[src/rtl/vram_arbiter_if.sv]
`default_nettype none
// ------------------------------------------------------------------
// vram_arbiter_if: requester, debug and memory-port signal bundle
// Rev 1.0
// ------------------------------------------------------------------
interface vram_arbiter_if #(
  parameter int ADDR_W  = 16,
  parameter int DATA_W  = 9,
  parameter int STALL_W = 16
);
  logic              vga_req;
  logic [ADDR_W-1:0] vga_addr;
  logic [DATA_W-1:0] vga_rdata;
  logic              vga_rvalid;
  logic              drw_req;
  logic              drw_we;
  logic [ADDR_W-1:0] drw_addr;
  logic [DATA_W-1:0] drw_wdata;
  logic              drw_ack;
  logic [DATA_W-1:0] drw_rdata;
  logic              drw_rvalid;
  logic              stall_clr;
  logic [STALL_W-1:0] stall_cnt;
  logic              mem_en;
  logic              mem_we;
  logic [ADDR_W-1:0] mem_addr;
  logic [DATA_W-1:0] mem_wdata;
  logic [DATA_W-1:0] mem_rdata;

  modport slave (
    input  vga_req, vga_addr, drw_req, drw_we, drw_addr, drw_wdata,
           stall_clr, mem_rdata,
    output vga_rdata, vga_rvalid, drw_ack, drw_rdata, drw_rvalid,
           stall_cnt, mem_en, mem_we, mem_addr, mem_wdata
  );

  modport master (
    output vga_req, vga_addr, drw_req, drw_we, drw_addr, drw_wdata,
           stall_clr, mem_rdata,
    input  vga_rdata, vga_rvalid, drw_ack, drw_rdata, drw_rvalid,
           stall_cnt, mem_en, mem_we, mem_addr, mem_wdata
  );
endinterface
`default_nettype wire

[src/rtl/vram_arbiter.sv]
`default_nettype none
// ------------------------------------------------------------------
// vram_arbiter: fixed-priority VGA/drawer arbiter for a 1-port VRAM
// Rev 1.0
// ------------------------------------------------------------------
module vram_arbiter #(
  parameter int ADDR_W  = 16,
  parameter int DATA_W  = 9,
  parameter int MEM_LAT = 1,
  parameter int STALL_W = 16
) (
  input  logic           clk,
  input  logic           rst,
  vram_arbiter_if.slave  bus
);
  localparam logic [1:0] c_TAG_NONE = 2'b00;
  localparam logic [1:0] c_TAG_VGA  = 2'b01;
  localparam logic [1:0] c_TAG_DRW  = 2'b10;

  logic               r_buf_valid;
  logic [ADDR_W-1:0]  r_buf_addr;
  logic [DATA_W-1:0]  r_buf_data;
  logic [1:0]         r_tag [MEM_LAT];
  logic [DATA_W-1:0]  r_vga_rdata;
  logic               r_vga_rvalid;
  logic [DATA_W-1:0]  r_drw_rdata;
  logic               r_drw_rvalid;
  logic [STALL_W-1:0] r_stall;

  logic w_vga_issue;
  logic w_drain;
  logic w_drd_issue;
  logic w_wr_accept;
  logic w_ack;
  logic [1:0] w_ret_tag;

  // Write acceptance ignores VGA traffic; it only needs an empty buffer,
  // which also rules out accepting in the cycle the buffer drains.
  assign w_vga_issue = bus.vga_req;
  assign w_drain     = !bus.vga_req && r_buf_valid;
  assign w_drd_issue = !bus.vga_req && !r_buf_valid && bus.drw_req && !bus.drw_we;
  assign w_wr_accept = bus.drw_req && bus.drw_we && !r_buf_valid;
  assign w_ack       = w_drd_issue || w_wr_accept;
  assign w_ret_tag   = r_tag[MEM_LAT-1];

  assign bus.drw_ack    = w_ack;
  assign bus.vga_rdata  = r_vga_rdata;
  assign bus.vga_rvalid = r_vga_rvalid;
  assign bus.drw_rdata  = r_drw_rdata;
  assign bus.drw_rvalid = r_drw_rvalid;
  assign bus.stall_cnt  = r_stall;

  always_comb begin
    bus.mem_en    = 1'b0;
    bus.mem_we    = 1'b0;
    bus.mem_addr  = '0;
    bus.mem_wdata = '0;
    if (w_vga_issue) begin
      bus.mem_en   = 1'b1;
      bus.mem_addr = bus.vga_addr;
    end else if (w_drain) begin
      bus.mem_en    = 1'b1;
      bus.mem_we    = 1'b1;
      bus.mem_addr  = r_buf_addr;
      bus.mem_wdata = r_buf_data;
    end else if (w_drd_issue) begin
      bus.mem_en   = 1'b1;
      bus.mem_addr = bus.drw_addr;
    end
  end

  always_ff @(posedge clk or negedge rst) begin
    if (!rst) begin
      r_buf_valid <= 1'b0;
      r_buf_addr  <= '0;
      r_buf_data  <= '0;
    end else if (w_drain) begin
      r_buf_valid <= 1'b0;
    end else if (w_wr_accept) begin
      r_buf_valid <= 1'b1;
      r_buf_addr  <= bus.drw_addr;
      r_buf_data  <= bus.drw_wdata;
    end
  end

  // Tag stage k holds the owner of the read issued k+1 cycles ago, so the
  // last stage lines up with the cycle mem_rdata is valid.
  always_ff @(posedge clk or negedge rst) begin
    if (!rst) begin
      for (int i = 0; i < MEM_LAT; i++) r_tag[i] <= c_TAG_NONE;
    end else begin
      r_tag[0] <= w_vga_issue ? c_TAG_VGA : (w_drd_issue ? c_TAG_DRW : c_TAG_NONE);
      for (int i = 1; i < MEM_LAT; i++) r_tag[i] <= r_tag[i-1];
    end
  end

  always_ff @(posedge clk or negedge rst) begin
    if (!rst) begin
      r_vga_rdata  <= '0;
      r_vga_rvalid <= 1'b0;
      r_drw_rdata  <= '0;
      r_drw_rvalid <= 1'b0;
    end else begin
      r_vga_rvalid <= (w_ret_tag == c_TAG_VGA);
      r_drw_rvalid <= (w_ret_tag == c_TAG_DRW);
      if (w_ret_tag == c_TAG_VGA) r_vga_rdata <= bus.mem_rdata;
      if (w_ret_tag == c_TAG_DRW) r_drw_rdata <= bus.mem_rdata;
    end
  end

  always_ff @(posedge clk or negedge rst) begin
    if (!rst) begin
      r_stall <= '0;
    end else if (bus.stall_clr) begin
      r_stall <= '0;
    end else if (bus.drw_req && !w_ack && (r_stall != {STALL_W{1'b1}})) begin
      r_stall <= r_stall + {{(STALL_W-1){1'b0}}, 1'b1};
    end
  end
endmodule
`default_nettype wire

[src/flat_wrapper.sv]
// flat-port wrapper written by rule: the top's interface ports become plain ports
module vram_arbiter_flat 
#(
  parameter int ADDR_W  = 16,
  parameter int DATA_W  = 9,
  parameter int MEM_LAT = 1,
  parameter int STALL_W = 16
)
  (clk, rst, bus_vga_req, bus_vga_addr, bus_drw_req, bus_drw_we, bus_drw_addr, bus_drw_wdata, bus_stall_clr, bus_mem_rdata, bus_vga_rdata, bus_vga_rvalid, bus_drw_ack, bus_drw_rdata, bus_drw_rvalid, bus_stall_cnt, bus_mem_en, bus_mem_we, bus_mem_addr, bus_mem_wdata);
  vram_arbiter_if #(.ADDR_W(ADDR_W), .DATA_W(DATA_W), .STALL_W(STALL_W)) bus_i ();
  input  logic clk;
  input  logic rst;
  input wire logic [$bits(bus_i.vga_req)-1:0] bus_vga_req;
  input wire logic [$bits(bus_i.vga_addr)-1:0] bus_vga_addr;
  input wire logic [$bits(bus_i.drw_req)-1:0] bus_drw_req;
  input wire logic [$bits(bus_i.drw_we)-1:0] bus_drw_we;
  input wire logic [$bits(bus_i.drw_addr)-1:0] bus_drw_addr;
  input wire logic [$bits(bus_i.drw_wdata)-1:0] bus_drw_wdata;
  input wire logic [$bits(bus_i.stall_clr)-1:0] bus_stall_clr;
  input wire logic [$bits(bus_i.mem_rdata)-1:0] bus_mem_rdata;
  output wire logic [$bits(bus_i.vga_rdata)-1:0] bus_vga_rdata;
  output wire logic [$bits(bus_i.vga_rvalid)-1:0] bus_vga_rvalid;
  output wire logic [$bits(bus_i.drw_ack)-1:0] bus_drw_ack;
  output wire logic [$bits(bus_i.drw_rdata)-1:0] bus_drw_rdata;
  output wire logic [$bits(bus_i.drw_rvalid)-1:0] bus_drw_rvalid;
  output wire logic [$bits(bus_i.stall_cnt)-1:0] bus_stall_cnt;
  output wire logic [$bits(bus_i.mem_en)-1:0] bus_mem_en;
  output wire logic [$bits(bus_i.mem_we)-1:0] bus_mem_we;
  output wire logic [$bits(bus_i.mem_addr)-1:0] bus_mem_addr;
  output wire logic [$bits(bus_i.mem_wdata)-1:0] bus_mem_wdata;
  assign bus_i.vga_req = bus_vga_req;
  assign bus_i.vga_addr = bus_vga_addr;
  assign bus_i.drw_req = bus_drw_req;
  assign bus_i.drw_we = bus_drw_we;
  assign bus_i.drw_addr = bus_drw_addr;
  assign bus_i.drw_wdata = bus_drw_wdata;
  assign bus_i.stall_clr = bus_stall_clr;
  assign bus_i.mem_rdata = bus_mem_rdata;
  assign bus_vga_rdata = bus_i.vga_rdata;
  assign bus_vga_rvalid = bus_i.vga_rvalid;
  assign bus_drw_ack = bus_i.drw_ack;
  assign bus_drw_rdata = bus_i.drw_rdata;
  assign bus_drw_rvalid = bus_i.drw_rvalid;
  assign bus_stall_cnt = bus_i.stall_cnt;
  assign bus_mem_en = bus_i.mem_en;
  assign bus_mem_we = bus_i.mem_we;
  assign bus_mem_addr = bus_i.mem_addr;
  assign bus_mem_wdata = bus_i.mem_wdata;
  vram_arbiter #(.ADDR_W(ADDR_W), .DATA_W(DATA_W), .MEM_LAT(MEM_LAT), .STALL_W(STALL_W)) u_core (.clk(clk), .rst(rst), .bus(bus_i));
endmodule
[config.mk]
export PLATFORM = sky130hd
export DESIGN_NAME = vram_arbiter_flat
export DESIGN_NICKNAME = d
export VERILOG_FILES = /design/src/rtl/vram_arbiter_if.sv /design/src/rtl/vram_arbiter.sv /design/src/flat_wrapper.sv
export SDC_FILE = /design/constraint.sdc
export NUM_CORES = 1
export LEC_CHECK = 0
export CORE_MARGIN = 2
export CORE_UTILIZATION = 23
export DETAILED_ROUTE_END_ITERATION = 8
export GPL_TIMING_DRIVEN = 0
export PLACE_DENSITY = 0.51
export SKIP_CTS_REPAIR_TIMING = 1
export SLEW_MARGIN = 15
export SYNTH_ARGS = -nofsm -noshare
export SYNTH_HDL_FRONTEND = slang
export SYNTH_SLANG_ARGS = --single-unit
[constraint.sdc]
create_clock -name clk -period 1.85 [get_ports clk]
set_clock_uncertainty 0.2 [all_clocks]
set_input_delay 0.2775 -clock clk [delete_from_list [all_inputs] [get_ports clk]]
set_output_delay 0.2775 -clock clk [all_outputs]
set_load 0.05 [all_outputs]
== Word level (Yosys, flattened, before mapping) ==
Index checks and enable logic that the tools add are counted.
Widths: inputs -> output; s select.

* Add/subtract/negate cells: 1
* Eq/ne operators: 3
* Muxes and demuxes: 16
* Bitwise logic cells: 1
* Reduce and logical (&&, ||, !) cells: 16

{| class="wikitable"
|+ Operators by type and width
! cell !! count
|-
| $mux 16 || 5
|-
| $mux 9 || 2
|-
| $add 16x1->16 const B || 1
|-
| $ne 16x16->1 const B || 1
|-
| $logic_and 1x1->1 || 8
|-
| $mux 1 || 7
|-
| $logic_not 1->1 || 4
|-
| $mux 2 || 2
|-
| $reduce_bool 2->1 || 2
|-
| $eq 2x1->1 const B || 1
|-
| $eq 2x2->1 const B || 1
|-
| $reduce_and 2->1 || 1
|-
| $logic_or 1x1->1 || 1
|-
| $not 1->1 || 1
|}

* Register bits after elaboration: 64
* Bits of input ports: 56

== Logic depth before layout (Yosys ltp) ==
* Depth in word-level cells: 10
* Depth in mapped cells: 7

== Worst setup path before layout ==
OpenSTA, ideal clock, no wires.

* Kind: reg2out
* Start point: register u_core.r_buf_valid
* End point: output port bus_mem_addr[12]
* Data arrival time: 2126 ps
* Required time: 1372 ps
* Path slack: -753 ps
* Stages on the path, launching flop included: 5
* Path through: dfrtp_1 buf_2 nor3_2 a22oi_1 o21ai_0

* Longest elaborated chain between the ends: 7
* Elaborated cells between the ends (all ways): 8

{| class="wikitable"
|+ RTL lines
! element !! line !! source
|-
| start: declaration || vram_arbiter.sv:20 || <nowiki>logic r_buf_valid;</nowiki>
|-
| start signal: assignment || vram_arbiter.sv:74 || <nowiki>r_buf_valid <= 1'b0;</nowiki>
|-
| start signal: assignment || vram_arbiter.sv:78 || <nowiki>r_buf_valid <= 1'b0;</nowiki>
|-
| start signal: assignment || vram_arbiter.sv:80 || <nowiki>r_buf_valid <= 1'b1;</nowiki>
|-
| $logic_not 1->1 || vram_arbiter.sv:41 || <nowiki>assign w_drd_issue = !bus.vga_req && !r_buf_valid && bus.drw_req && !bus.drw_we;</nowiki>
|-
| $logic_and 1x1->1 (3 in a row) || vram_arbiter.sv:41 ||
|-
| $mux 16 || vram_arbiter.sv:66 || <nowiki>end else if (w_drd_issue) begin</nowiki>
|-
| $mux 16 (*) || vram_arbiter.sv:61 || <nowiki>end else if (w_drain) begin</nowiki>
|-
| $mux 16 (*) || vram_arbiter.sv:58 || <nowiki>if (w_vga_issue) begin</nowiki>
|-
| end: declaration || flat_wrapper.sv:29 || <nowiki>output wire logic [$bits(bus_i.mem_addr)-1:0] bus_mem_addr;</nowiki>
|}

Mark *: on every way between the ends. The rest lies on a longest branch, timed or not.

== Final worst setup path ==
* Start point: register u_core.r_buf_valid
* End point: output port bus_mem_addr[6]

Same word-level chain as after synthesis.

==> impl_metrics.ini <==
[cells_and_area]
diodes = 0
area_growth_syn_to_layout_pct = 82.4
nFillCells = 1180
fin_util_pct = 43.4
layout.nets = 469
final_layout_size_suffix_gt1_share_pct = 50.1
final_area_um2 = 5540

[worst_setup_path]
crit_type = reg2out
critical_path_peak_fanout = 8
start_kind = register
cp-end-kind = output port
critPathRequiredTime_ns = 1.37
worstPathArrival_ns = 1.78

[floorplanning]
io_pins = 120
dieArea_um2 = 14100
chipWidth_um = 119
placementRows = 41
coreArea_um2 = 12800
start_util_pct = 23.8
die_height_um = 119

[global_route]
first_global_vias = 2659
grt_usage_pct = 12.9
globalRouteOverflowTotal = 0
grt_max_degree = 51
antenna_found_initial = 0
grt_pass1_wl_um = 14100

[place]
dpl.hpwl_um = 6270
gp_congestion = 0.719
place_area_um2 = 4610
io_buffers = 119

[sta]
setup_viol = 41
finalHoldViolCount = 0
tightestPinTransition_ns = 0.631
fmax_ghz = 0.442
max-slew-margin-rel_pct = 57.9
drv_slew = 0
setup_slack_ns = -0.410
finalCriticalPeriod_ns = 2.26
fin_crit_sh_pct = 122
rsz0062_at_grt = true

[logic_synthesis]
ys_seq_area_share_pct = 52.7
yosys_register_bits = 64
synth-main-ff-cell = dfrtp_1
synth-edff-count = 0
synth.net_count = 314
syn_area_um2 = 3040
ys_warn_count = 0
async_flop_share_pct = 100
netlist.area_leader.share_pct = 52.7
yosysTopAreaCell = dfrtp_1
yosys-top-cells-area = dfrtp_1 (53%), mux2_2 (17%), a222oi_1 (4.3%), and2_1 (1.9%), inv_1 (1.9%)
syn_area_per_cell_um2 = 11.8
synth_cell_types = 40
syn_inst = 257

[route]
num_vias = 2730
avgViaCountPerCell = 4.63
dr.pass1.iters = 6
drc = 0
routedWlPerCell_um = 16.1
routed_wl_um = 9490
antenna_left = 0
first_iter_violations = 151

[outcome]
status = complete, but fails checks
violations = setup timing

[clock_network]
cts_num_sinks = 64
cts_made_buffers = 9
clock_path_buffers = 2
cts_root_buf = clkbuf_16
cts-htree-levels = 3
clk-insertion-delay-late_ns = 0.33
cts_tree = yes
clkTransAtPathRegs_ns = 0.06

[power]
p_per_area_nw_per_um2 = 879
max-vdd-ir-drop_mv = 0.484
leakagePower_nw = 2.69

[flow_run]
cap_violations = 0

[hold_path]
hp-class = in2reg
## cells in the final DEF, fill, tap and decap left out, drive strengths merged, types with 2 or more instances in the layout
cell and count:
dlymetal6s2s 37, o21ai 8, clkinv 4, nor4 4, nor2 5, o31ai 7
nand3 4, clkbuf 30, or4 7, and4 2, a222oi 13, nand2b 3
or3 3, dfrtp 64, and3 3, nand4 5, nor2b 5, inv 15
mux2 46, o2111ai 2, and2 9, buf 50, clkdlybuf4s50 52, nand2 10
a22oi 3, a21oi 11
## where the power goes
part | internal, mW | total (mW) | switching [mW]
clock | 1.08 | 1.73 | 0.646
sequential | 1.61 | 1.71 | 0.104
combinational | 0.621 | 1.43 | 0.811
## sequential cells by signal, summed over array words and instances (netlist names)
signal / flops
u_core.bus.vga_rdata: 9
u_core.bus.vga_rvalid: 1
u_core.r_buf_addr: 16
u_core.r_tag: 2
u_core.bus.drw_rdata: 9
u_core.r_buf_data: 9
u_core.bus.drw_rvalid: 1
u_core.r_buf_valid: 1
u_core.bus.stall_cnt: 16
## path summary, 6_finish.rpt
path                                                      from                                   end  slack (ns)  cells after the start
setup / recovery                u_core.r_buf_valid$_DFFE_PN0P_                       bus_mem_addr[6]       -0.41                      6
hold / removal                                     bus_vga_req             u_core.r_tag[0]$_DFF_PN0_        0.02                      1
setup reg to reg           u_core.bus.stall_cnt[1]$_DFFE_PN0P_  u_core.bus.stall_cnt[10]$_DFFE_PN0P_       -0.11                      5
hold reg to reg            u_core.bus.drw_rdata[2]$_DFFE_PN0P_   u_core.bus.drw_rdata[2]$_DFFE_PN0P_        0.30                      1
max in group asynchronous                                  rst      u_core.r_buf_addr[4]$_DFFE_PN0P_        0.77                      3
min in group asynchronous                                  rst  u_core.bus.stall_cnt[12]$_DFFE_PN0P_        0.15                      2
## routing by layer
layer	GRT usage [%]	share of wire (%)	vias up
met5	0	0	-
met4	4.02	1.2	0
met3	5.46	6.5	11
met2	20.6	49	94
met1	15.7	43	1339
li1	-	-	1286
## kinds of logic after synthesis
kind of cell / after synthesis / synth area share [%]
compound gates: 48 / 11.7
simple gates: 67 / 13.8
flops: 64 / 52.7
mux: 46 / 17.0
fa+ha+maj: 1 / 0.412
buf+inv: 31 / 4.36
## cell usage after synthesis (5+ instances only)
library cell / count
dfrtp_1: 64
mux2_2: 46
inv_1: 15
a222oi_1: 13
a21oi_1: 11
clkbuf_1: 10
nand2_1: 10
and2_1: 9
o21ai_0: 7
o31ai_1: 7
or4_1: 7
nand4_1: 5
nor2_1: 5
nor2b_1: 5
## area by class of cell
class                      count  area, um^2  share of cell area [%]
multi-input combinational    162        1670                    30.1
clock buffer                  10         239                    4.31
inverter                      15        56.3                    1.02
tap                          172         215                    3.88
timing repair buffer         145        1540                    27.8
clock inverter                 6        68.8                    1.24
sequential                    64        1620                    29.3
buffer                        15         134                    2.42
## metrics by stage
| stage | TNS (ns) | hold slack (ns) | setup WS [ns] | total power, mW | cells |
|---|---|---|---|---|---|
| 2_1_floorplan | -1.16 | -0.218 | -0.277 | 2.57 | 257 |
| 6_report | -9.92 | 0.0175 | -0.410 | 4.87 | 589 |
| 3_5_place_dp | -48.51 | -0.0346 | -1.42 | 3.10 | 549 |
| 4_1_cts | -44.11 | -0.402 | -1.42 | 4.86 | 565 |
| 3_3_place_gp | -187.22 | 0.287 | -2.35 | 3.07 | 548 |
| 5_1_grt | -14.10 | 0.0200 | -0.521 | 5.10 | 589 |
## critical path, cell delays in order (launching register included)
cell and delay, ns:
dfrtp_1 0.40, buf_6 0.15, nor2b_4 0.16, buf_8 0.14
a222oi_1 0.37, inv_2 0.06, buf_6 0.16
(Power assumes the default switching activity.)
